===== src/rtl/demux_scheduler.sv =====
// One-entry hold register that steers each accepted word to one of four channels,
// either by explicit destination or by burst round-robin over the enabled channels.
module demux_scheduler #(
  parameter int unsigned WIDTH     = 8,
  parameter int unsigned BURST_LEN = 4
) (
  input  logic             i_Clk,
  input  logic             i_Rst_L,
  input  logic [WIDTH-1:0] i_Data,
  input  logic [1:0]       i_Dest,
  input  logic             i_Valid,
  output logic             o_Ready,
  input  logic             i_RR_Mode,
  input  logic [3:0]       i_Chan_En,
  output logic [3:0]       o_Valid,
  input  logic [3:0]       i_Ready,
  output logic [WIDTH-1:0] o_Data0,
  output logic [WIDTH-1:0] o_Data1,
  output logic [WIDTH-1:0] o_Data2,
  output logic [WIDTH-1:0] o_Data3,
  output logic             o_Drop
);

  typedef enum logic {EMPTY, FULL} state_e;

  state_e           state_q, state_d;
  logic [WIDTH-1:0] data_q, data_d;
  logic [1:0]       sel_q, sel_d;
  logic [1:0]       ptr_q, ptr_d;
  logic [7:0]       cnt_q, cnt_d;
  logic             drop_q, drop_d;

  logic       full, xfer, rdy, accept, discard, load;
  logic [1:0] dest;
  logic [7:0] cnt_new;

  // First enabled channel at offsets first..3 from base (mod 4); base if none.
  function automatic logic [1:0] rr_pick(input logic [1:0] base, input logic [3:0] en,
                                         input int unsigned first);
    logic [1:0] r;
    logic [1:0] c;
    logic       found;
    r     = base;
    found = 1'b0;
    for (int unsigned i = first; i < 4; i++) begin
      c = base + 2'(i);
      if (!found && en[c]) begin
        r     = c;
        found = 1'b1;
      end
    end
    return r;
  endfunction

  always_ff @(posedge i_Clk or negedge i_Rst_L) begin
    if (!i_Rst_L) begin
      state_q <= EMPTY;
      data_q  <= '0;
      sel_q   <= '0;
      ptr_q   <= '0;
      cnt_q   <= '0;
      drop_q  <= 1'b0;
    end else begin
      state_q <= state_d;
      data_q  <= data_d;
      sel_q   <= sel_d;
      ptr_q   <= ptr_d;
      cnt_q   <= cnt_d;
      drop_q  <= drop_d;
    end
  end

  always_comb begin
    full    = (state_q == FULL);
    xfer    = full & i_Ready[sel_q];
    rdy     = i_Rst_L & (~full | i_Ready[sel_q]) & ~(i_RR_Mode & ~|i_Chan_En);
    accept  = i_Valid & rdy;
    dest    = i_RR_Mode ? rr_pick(ptr_q, i_Chan_En, 0) : i_Dest;
    // A fixed-mode word to a disabled channel is consumed but never loaded.
    discard = accept & ~i_RR_Mode & ~i_Chan_En[i_Dest];
    load    = accept & ~discard;

    state_d = state_q;
    data_d  = data_q;
    sel_d   = sel_q;
    if (load) begin
      state_d = FULL;
      data_d  = i_Data;
      sel_d   = dest;
    end else if (xfer) begin
      state_d = EMPTY;
    end
    drop_d = discard;

    cnt_new = (dest != ptr_q) ? 8'd1 : cnt_q + 8'd1;
    ptr_d   = ptr_q;
    cnt_d   = cnt_q;
    if (!i_RR_Mode) begin
      ptr_d = '0;
      cnt_d = '0;
    end else if (accept) begin
      if (cnt_new == 8'(BURST_LEN)) begin
        ptr_d = rr_pick(dest, i_Chan_En, 1);
        cnt_d = '0;
      end else begin
        ptr_d = dest;
        cnt_d = cnt_new;
      end
    end
  end

  always_comb begin
    for (int unsigned k = 0; k < 4; k++) begin
      o_Valid[k] = full & (sel_q == 2'(k));
    end
    o_Data0 = o_Valid[0] ? data_q : '0;
    o_Data1 = o_Valid[1] ? data_q : '0;
    o_Data2 = o_Valid[2] ? data_q : '0;
    o_Data3 = o_Valid[3] ? data_q : '0;
    o_Drop  = drop_q;
    o_Ready = rdy;
  end

endmodule


===== config.mk =====
export PLATFORM = sky130hd
export DESIGN_NAME = demux_scheduler
export DESIGN_NICKNAME = d
export VERILOG_FILES = /design/src/rtl/demux_scheduler.sv
export SDC_FILE = /design/constraint.sdc
export NUM_CORES = 1
export LEC_CHECK = 0
export ABC_AREA = 1
export CORE_UTILIZATION = 48
export CTS_CLUSTER_DIAMETER = 80
export CTS_CLUSTER_SIZE = 14
export DETAILED_ROUTE_END_ITERATION = 10
export PLACE_DENSITY = 0.77
export SETUP_SLACK_MARGIN = 0.3
export SYNTH_ARGS = -nofsm -noshare
export SYNTH_HDL_FRONTEND = slang
export SYNTH_SLANG_ARGS = --single-unit

===== constraint.sdc =====
create_clock -name i_Clk -period 2.88 [get_ports i_Clk]
set_clock_uncertainty 0.05 [all_clocks]
set_input_delay 0.432 -clock i_Clk [delete_from_list [all_inputs] [get_ports i_Clk]]
set_output_delay 0.432 -clock i_Clk [all_outputs]
set_load 0.1 [all_outputs]

# Yosys cells after proc, flatten, opt, wreduce, memory -nomap -nowiden
# Cells that the tools add are included.
totals:
  out_inout_bits: 38
  wordCells: 109
  register_bits: 22
  input_bits: 22
op_classes:
  bitwise_logic: 18
  muxes: 49
  n_reduce_logical: 14
  n_eq_ne: 6
  add_sub_neg: 7
  n_lt_le_gt_ge: 9
ops:
  columns: ["op", "n"]
  rows:
  - ["$mux W8", 8]
  - ["$lt A2 B3 Y1 const B", 9]
  - ["$mux W1", 22]
  - ["$mux W2", 10]
  - ["$bmux W1 S2", 9]
  - ["$and A1 B1 Y1", 12]
  - ["$add A2 B2 Y2 const B", 4]
  - ["$add A8 B1 Y8 const B", 1]
  - ["$eq A8 B3 Y1 const B", 1]
  - ["$logic_not A1 Y1", 6]
  - ["$logic_and A1 B1 Y1", 5]
  - ["$not A1 Y1", 5]
  - ["$add A2 B1 Y2 const B", 2]
  - ["$eq A2 B2 Y1 const B", 2]
  - ["$reduce_or A4 Y1", 1]
  - ["$eq A2 B1 Y1 const B", 1]
  - ["$logic_not A2 Y1", 1]
  - ["$ne A2 B1 Y1 const B", 1]
  - ["$ne A2 B2 Y1", 1]
  - ["$reduce_bool A2 Y1", 1]
  - ["$or A1 B1 Y1", 1]

# Longest topological paths before layout
# Gate-level depths: netlist of the first run.
depth:
  depth_word: 32
  mapped_depth: 24
  ltp_nobuf: 23

# Least setup slack after synthesis of the first run
# Ideal clock, no wire load.
synth_path:
  path_kind: "flip-flop to output port"
  from: "register sel_q[1]"
  to: "output port o_Data3[0]"
  t_arrival_ns: 4.494
  n_path_buf: 0
  t_required_ns: 2.398
  setup_slack_ns: -2.096
  path_stages_with_launch: 5
  cell_sequence: "dfrtp_1 > inv_1 > nor3_1 > inv_1 > nor2_1"
synth_via:
  elab_chain_cells: 3
synth_lines:
  columns: ["item", "line_no", "source"]
  rows:
  - ["start, declared", "28", "logic [1:0] sel_q, sel_d;"]
  - ["start signal, assigned", "66", "sel_q <= sel_d;"]
  - ["$eq A2 B2 Y1", "114", "o_Valid[k] = full & (sel_q == 2'(k));"]
  - ["$and A1 B1 Y1", "114", null]
  - ["named net o_Valid[3]", "15", "output logic [3:0] o_Valid,"]
  - ["$mux W8", "119", "o_Data3 = o_Valid[3] ? data_q : '0;"]
  - ["end, declared", "20", "output logic [WIDTH-1:0] o_Data3,"]
# The timed path passes the listed nets, and every way through them passes these cells.

# Final worst setup path of the first run
layout_path:
  from: "register ptr_q[0]"
  to: "register ptr_q[1]"
layout_via:
  elab_chain_cells: 32
  word_cells_on_any_way: 54
  classes_between: "6 x add/sub; 2 x eq/ne; 36 x mux; 10 x reduce/logical"
layout_lines:
  columns: ["item", "line_no", "source"]
  rows:
  - ["start, declared", "29", "logic [1:0] ptr_q, ptr_d;"]
  - ["start signal, assigned", "67", "ptr_q <= ptr_d;"]
  - ["branches (longest 29 deep; another with $add A2 B1 Y2)", null, null]
  - ["$mux W2 (*)", "102", "if (cnt_new == 8'(BURST_LEN)) begin"]
  - ["$mux W2 (*)", "101", "end else if (accept) begin"]
  - ["$mux W2 (*)", "98", "if (!i_RR_Mode) begin"]
# Every way passes the cells marked *. The select of a mux whose other input is x is not followed.
# A chain may end at the register's enable or synchronous reset.

==> impl_metrics.tcl, run 1 <==
set metrics [dict create \
    outcome "complete, no violations" \
    whs_ps 482 \
    r2r_end "ptr_q[1]" \
    cp-startpoint "ptr_q[0]" \
    path_common_cell "nand2_1" \
    initial_core_util_pct 50.1 \
    vias 2403 \
    hold_buffers 0 \
    dp.cells 426 \
    synth_seq_cells 22 \
    clock.fmax_mhz 402 \
    clock_path_buffers 2 \
    cp_cell_sequence "buf_4 -> clkbuf_16 -> nand2_1 -> nand2_1 -> nand2_1 -> nand2_1 -> nand3_1 -> nand2_1 -> inv_2 -> nand2_4 -> o211ai_1 -> buf_4 -> nand3_4 -> nor3_4 -> nand3_2 -> nor2_1 -> nand2_1 -> nand2_1 -> nand2_1" \
    dpl-instance-area_mm2 0.00317 \
    syn_area_per_cell_um2 6.38 \
    cts_buffers 3 \
    netlist.area_leader.share_pct 27.5 \
    rr_startpoint "ptr_q[0]" \
    reg2regPathDepth 19 \
    switching_share_pct 58.3 \
    dp_hpwl_um 4900 \
    dr.pass1.iters 4 \
    fin_util_pct 86.8 \
    yosysSeqAreaShare_pct 27.5 \
    cp_max_fo 7 \
    die_x_um 66.6 \
    path_clk_slew_ps 80 \
    min_period_ps 2490 \
    wire_per_inst_um 15.1 \
    clk_latency_ps 260 \
    rsz0062_at_grt "yes" \
    powerDensity_mw_per_mm2 745 \
    dieArea_mm2 0.00444 \
    yosys-top-cells-area "dfrtp_1 (27%), nand2_1 (17%), inv_1 (7.9%), nor2_1 (7.5%), nand3_1 (6.0%)" \
    ff_latch_area_um2 554 \
    antenna_found_initial 0 \
    syn_inst 314 \
    tightest_slew_ps 706 \
    slew_headroom_pct 52.9 \
    dp_slack_ps -55.3 \
    syn_area_mm2 0.00200 \
    multi_input_area_mm2 0.00155 \
    layoutNonFillerInstCount 442 \
    synth_area_leader_cell "dfrtp_1" \
    fill_cells 216 \
    ant_nets 0 \
    htreeDepth 1 \
    setup_slack_ps 394 \
    antenna_cells 0 \
    comb_power_share_pct 71.9 \
    arrival_ps 2590 \
    finalMaxSlewViolations 0 \
    endpoint "ptr_q[1]" \
    r2r_slack_ps 390 \
    clockPowerShare_pct 11.1 \
    fp.dieH_um 66.6 \
    power.leakage_nw 1.58 \
    start_kind "flop" \
    finalSetupViolCount 0 \
    grt_max_degree 23 \
    max-vdd-ir-drop_mv 0.425 \
    hold_path.class "flop to flop" \
    drc 0 \
    viasPerCell 5.44 \
    path_class "flop to flop" \
    core_mm2 0.00400 \
    cts.sinks 22 \
    root_buffer "clkbuf_8" \
    period_share_pct 86.3 \
    numPortBuffers 59 \
    worst_path_max_delay_cell "dfrtp_2" \
    grt_pass1_vias 2076 \
    track_usage_pct 29.2 \
    final_nets 416 \
    fin_area_mm2 0.00347 \
    intPower_mw 1.08 \
    cts_tree "done" \
    first_iter_violations 113 \
    syn_to_final_growth_pct 73.2 \
    grt_first_pass_wirelength_um 9780 \
    cap_violations 0 \
    synth.distinct_cells 35 \
    io_pins 60 \
    worstPathRequired_ps 2990 \
    switching_power_mw 1.51 \
    gr-total-overflow 0 \
    placementRows 23 \
    finalWirelength_um 6660 \
    yosysWarnings 0 \
    end_kind "flop" \
    slowest_delay_ps 430 \
    hold_viol 0 \
    syn-num-nets 337 \
    place.gp.congestion 0.900 \
    drive_gt1_share_pct 40.8 \
    p_seq_share_pct 17.0 \
]
## routing by layer
layer	GRT usage (%)	routed length (um)
met5	0	0
met4	7.18	100
met3	3.94	433
met2	53.4	3610
met1	35.7	2520
## Yosys cell counts, drive strengths merged
cell / count
buf: 6
o22ai: 1
dfrtp: 22
nor2: 43
nand4: 6
a311oi: 1
o211ai: 2
ha: 1
or2: 3
a21oi: 3
a32o: 3
inv: 45
o32ai: 2
o21ai: 21
nor3: 7
nand2: 107
xor2: 3
nand3: 33
clkbuf: 2
o31ai: 1
a211oi: 1
clkinv: 1
## how the worst min path moves through the flow
stage | start | to | slack (ps) | depth (start not counted)
global placement | cnt_q[7] | cnt_q[7] | 440 | 1
CTS | cnt_q[7] | cnt_q[7] | 470 | 1
finish | cnt_q[7] | cnt_q[7] | 480 | 1
floorplan | i_Rst_L | cnt_q[0] | 90 | 0
detailed placement | cnt_q[7] | cnt_q[7] | 450 | 1
global route | cnt_q[7] | cnt_q[7] | 520 | 1
## registers in the layout (all words and copies together), names as in the netlist
register  count
full          1
o_Drop        1
sel_q         2
data_q        8
ptr_q         2
cnt_q         8
## cell families after synthesis
kind of cell | Yosys count | synth area share (%)
simple gates | 199 | 46.5
buf+inv | 54 | 12.9
fa+ha+maj | 1 | 0.624
compound gates | 35 | 11.2
flops | 22 | 27.5
xor+xnor | 3 | 1.31
## timing repair
item                       in CTS  in global routing
setup buffers                   2                  9
cloned                          0                  1
setup endpoints to repair      13                 14
pin swaps                       2                 13
gates resized for setup         1                 35
## worst max-delay path: cells and delay by family, from the launching register on
kind	cells	cell delay, ps
AO/OA/AOI/OAI	1	180
buffers and inverters	4	560
AND/OR/NAND/NOR	14	1160
flip-flops	1	430
## per-stage QoR
stage          total power [mW]  TNS, ps
6_report                   2.58        0
5_1_grt                    2.70        0
4_1_cts                    2.50        0
3_5_place_dp               2.21    -83.7
3_3_place_gp               2.17        0
2_1_floorplan              1.77    -7580
## layout by cell type (no fill, tap or decap), types with 2 or more instances in the layout
cell | netlist | layout
nand2_1 | 91 | 83
inv_1 | 42 | 38
nor2_4 | 2 | 31
buf_4 | 2 | 31
buf_12 | 1 | 27
nand3_1 | 24 | 22
nand2_2 | 15 | 21
dfrtp_1 | 22 | 19
clkdlybuf4s50_1 | 0 | 17
o21ai_0 | 18 | 16
nand3_2 | 9 | 10
nor2_2 | 1 | 6
nand4_1 | 6 | 6
nor2_1 | 40 | 6
nor3_4 | 0 | 5
inv_2 | 2 | 5
dlymetal6s2s_1 | 0 | 4
a21oi_1 | 3 | 3
nand2_4 | 1 | 3
xor2_1 | 3 | 3
or2_2 | 3 | 3
o21ai_1 | 1 | 3
a32o_1 | 3 | 3
clkbuf_8 | 0 | 3
dfrtp_2 | 0 | 3
o211ai_1 | 2 | 2
nor3_1 | 6 | 2
o32ai_1 | 2 | 2
buf_6 | 2 | 2
## cell type report
class,count,area share (%)
clock inverters,1,0.865
well taps,50,1.80
multi-input cells,238,44.6
inverters,46,5.62
clock buffers,3,1.19
flip-flops and latches,22,16.0
repair buffers,82,30.0
## power groups by stage
| stage | logic (mW) | registers (mW) | clock network [mW] |
|---|---|---|---|
| floorplan | 1.33 | 0.439 | 0 |
| global placement | 1.73 | 0.441 | 0 |
| detailed placement | 1.76 | 0.446 | 0 |
| CTS | 1.77 | 0.439 | 0.288 |
| global route | 1.95 | 0.448 | 0.302 |
| finish | 1.86 | 0.440 | 0.287 |
Note: power is estimated with default switching activity, not from simulation.
==> run 2: changes to the inputs <==
CORE_UTILIZATION = 43   (was 48)
PLACE_DENSITY = 0.73   (was 0.77)
clock period = 2.05 ns   (was 2.88 ns; I/O delays follow)
==> impl_metrics.tcl, run 2 <==
set metrics [dict create \
    outcome "stopped before the end" \
    lastStage "5_1_grt" \
    stop_error "[ERROR DPL-0038] Utilization greater than 100%, impossible to legalize" \
    synth_common_cells "nand2_1 (91), inv_1 (42), nor2_1 (40), nand3_1 (24), dfrtp_1 (22)" \
    die_x_um 70.3 \
    ys_async_sr_fraction_pct 100 \
    synth_top_flop_cell "dfrtp_1" \
    hold_buffers 0 \
    fp.dieH_um 70.3 \
    cts.sinks 22 \
    cts_buffers 3 \
    yosys-top-cells-area "dfrtp_1 (27%), nand2_1 (17%), inv_1 (7.9%), nor2_1 (7.5%), nand3_1 (6.0%)" \
    postGrtWorstEndpoint "ptr_q[1]$_DFFE_PN0P_/D" \
    htreeDepth 1 \
    yosysSeqAreaShare_pct 27.5 \
    yosysWarnings 0 \
    grt_max_degree 23 \
    place.gp.congestion 0.952 \
    yosysMostFrequentCell "nand2_1" \
    syn-num-nets 337 \
    synth_edf_count 0 \
    synth.distinct_cells 35 \
    numPortBuffers 59 \
    syn_area_mm2 0.00200 \
    clock_path_buffers 2 \
    placementRows 24 \
    syn_area_per_cell_um2 6.38 \
    dp_hpwl_um 5480 \
    initial_core_util_pct 45.4 \
    netlist.area_leader.share_pct 27.5 \
    syn_inst 314 \
    root_buffer "clkbuf_8" \
    synth_seq_cells 22 \
    io_pins 60 \
    synth_area_leader_cell "dfrtp_1" \
    dpl-instance-area_mm2 0.00369 \
    worstEpCategory "register input" \
]
-- run 2: metrics by stage --
stage | hold slack, ps | utilization, % | instances | setup WS [ps]
after CTS | 419 | 95.6 | 489 | -331
after detailed placement | 450 | 83.6 | 467 | -617
after global placement | 444 | 83.6 | 467 | -537
after floorplan | -38.1 | - | 314 | -966
-- run 2: kinds of logic after synthesis --
family	Yosys count	synth area share, %
and+or+nand+nor	199	46.5
buffers and inverters	54	12.9
AOI/OAI and AO/OA	35	11.2
DFF	22	27.5
xor gates and xnor gates	3	1.31
adders and majority gates	1	0.624
-- run 2: repair_timing --
action | 4_1_cts
hold endpoints to repair | 0
resized for setup | 92
endpoints found under the setup margin | 55
pin swaps | 20
cloned | 2
setup buffers | 16
==> run 3: changes to the inputs <==
CORE_UTILIZATION = 40   (was 43)
CTS_CLUSTER_DIAMETER = not set   (was 80)
CTS_CLUSTER_SIZE = not set   (was 14)
PLACE_DENSITY = not set   (was 0.73)
PLACE_DENSITY_LB_ADDON = 0.15   (was not set)
SETUP_SLACK_MARGIN = not set   (was 0.3)
clock period = 2.7 ns   (was 2.05 ns; I/O delays follow)
==> impl_metrics.tcl, run 3 (same netlist as run 1, synthesis figures left out) <==
set metrics [dict create \
    max-vdd-ir-drop_mv 0.484 \
    dieArea_mm2 0.00530 \
    cts.sinks 22 \
    die_x_um 72.8 \
    cp_max_fo 4 \
    dp_slack_ps -103 \
    dp_hpwl_um 4900 \
    final_nets 414 \
    mostFrequentLayoutCells "nand2_1 (91), inv_1 (36), buf_4 (33)" \
    slowest_delay_ps 560 \
    r2r_end "ptr_q[0]" \
    crit_family "simple AND/OR/NAND/NOR gates" \
    worstPathRequired_ps 2810 \
    cts_tree "done" \
    wl_met3_um 295 \
    fin_util_pct 69.7 \
    placementRows 25 \
    fill_cells 395 \
    end_kind "flop" \
    path_class "input port to flop" \
    clock_path_buffers 2 \
    core_mm2 0.00479 \
    root_buffer "clkbuf_8" \
    clk_latency_ps 260 \
    gr-total-overflow 0 \
    tightest_slew_ps 729 \
    drive_gt1_share_pct 37.4 \
    r2r_slack_ps 220 \
    fin_area_mm2 0.00334 \
    htreeDepth 1 \
    path_clk_slew_ps 80 \
    power.leakage_nw 1.52 \
    cts_buffers 3 \
    drc 0 \
    antenna_cells 0 \
    clock.fmax_mhz 397 \
    slew_headroom_pct 51.4 \
    wl_met1_um 2690 \
    dr.pass1.iters 4 \
    cp_cell_sequence "clkdlybuf4s50_1 -> nand2_1 -> nand2_1 -> nand2_1 -> nand2_2 -> nand3_2 -> nand2_1 -> clkinv_1 -> nand2_2 -> nand2_1 -> nand3_1 -> nand3_1 -> nand2_1 -> nand2_1 -> nand2_2 -> nand2_1 -> nand3_1 -> nand2_1 -> nand3_1 -> nand2_1" \
    rr_startpoint "ptr_q[0]" \
    period_share_pct 93.2 \
    finalSetupViolCount 0 \
    hold_viol 0 \
    finalWirelength_um 6050 \
    dr_wl_met2_um 2940 \
    path_common_cell "nand2_1" \
    outcome "complete, no violations" \
    viasPerCell 5.00 \
    numPortBuffers 59 \
    grt_first_pass_wirelength_um 9710 \
    place.gp.congestion 0.944 \
    hold_buffers 0 \
    track_usage_pct 23.7 \
    min_period_ps 2520 \
    start_kind "input port" \
    finalMaxSlewViolations 0 \
    antenna_found_initial 0 \
    powerDensity_mw_per_mm2 803 \
    io_pins 60 \
    ant_nets 0 \
    routed.top_layer "met4" \
    setup_slack_ps 184 \
    first_iter_violations 104 \
    wire_per_inst_um 13.2 \
    fp.dieH_um 72.8 \
    worst_path_max_delay_cell "clkdlybuf4s50_1" \
    syn_to_final_growth_pct 66.5 \
    path_buf_inv 2 \
    dpl-instance-area_mm2 0.00323 \
    arrival_ps 2630 \
    final_common_cell "nand2_1" \
    vias 2284 \
    reg2regPathDepth 20 \
    grt_pass1_vias 2069 \
    initial_core_util_pct 41.9 \
    whs_ps 451 \
    grt_max_degree 23 \
    cap_violations 0 \
    hold_path.class "input port to async pin" \
    reg_top3 "cnt_q x8, data_q x8" \
]
==> run 3: area by class of cell <==
type                            instances  area (um^2)  area share, %
Clock inverter                          1         30.0          0.900
Tap cell                               67         83.8           2.51
Multi-Input combinational cell        238         1460           43.9
Timing Repair Buffer                   80          981           29.4
Sequential cell                        22          553           16.6
Clock buffer                            3         41.3           1.24
Inverter                               46          184           5.51
==> run 3: metrics by stage <==
stage,TNS (ps),instances,power (mW)
after floorplan,-12300,314,1.89
after global placement,-56.7,450,2.34
after detailed placement,-208,450,2.36
after CTS,0,454,2.68
after global routing,-4.61,457,2.81
final,0,457,2.68
==> run 3: timing repair <==
action	CTS	global route
setup endpoints to repair	0	3
buffers inserted	0	3
resized for setup	0	6
==> run 3: worst max path at each step <==
stage	slack (ps)	endpoint	start	cells past startpoint
floorplan	-420	o_Data2[0]	sel_q[1]	4
global placement	-40	ptr_q[0]	i_Chan_En[2]	16
detailed placement	-100	ptr_q[0]	i_Chan_En[2]	16
CTS	120	ptr_q[0]	ptr_q[0]	17
global route	-5	ptr_q[0]	i_Chan_En[3]	19
finish	180	ptr_q[0]	i_Chan_En[1]	20
==> run 3: metal layers <==
metal,global-route usage (%),vias up
met3,2.76,8
met5,0,-
met4,8.06,0
li1,-,1152
met1,30.9,1058
met2,40.8,66
==> run 3: power by group <==
group / switching [mW] / internal, mW / leakage, nW
combinational: 1.39 / 0.510 / 1.20
clock: 0.112 / 0.198 / 0.0357
sequential: 0.0609 / 0.409 / 0.286
total: 1.56 / 1.12 / 1.52
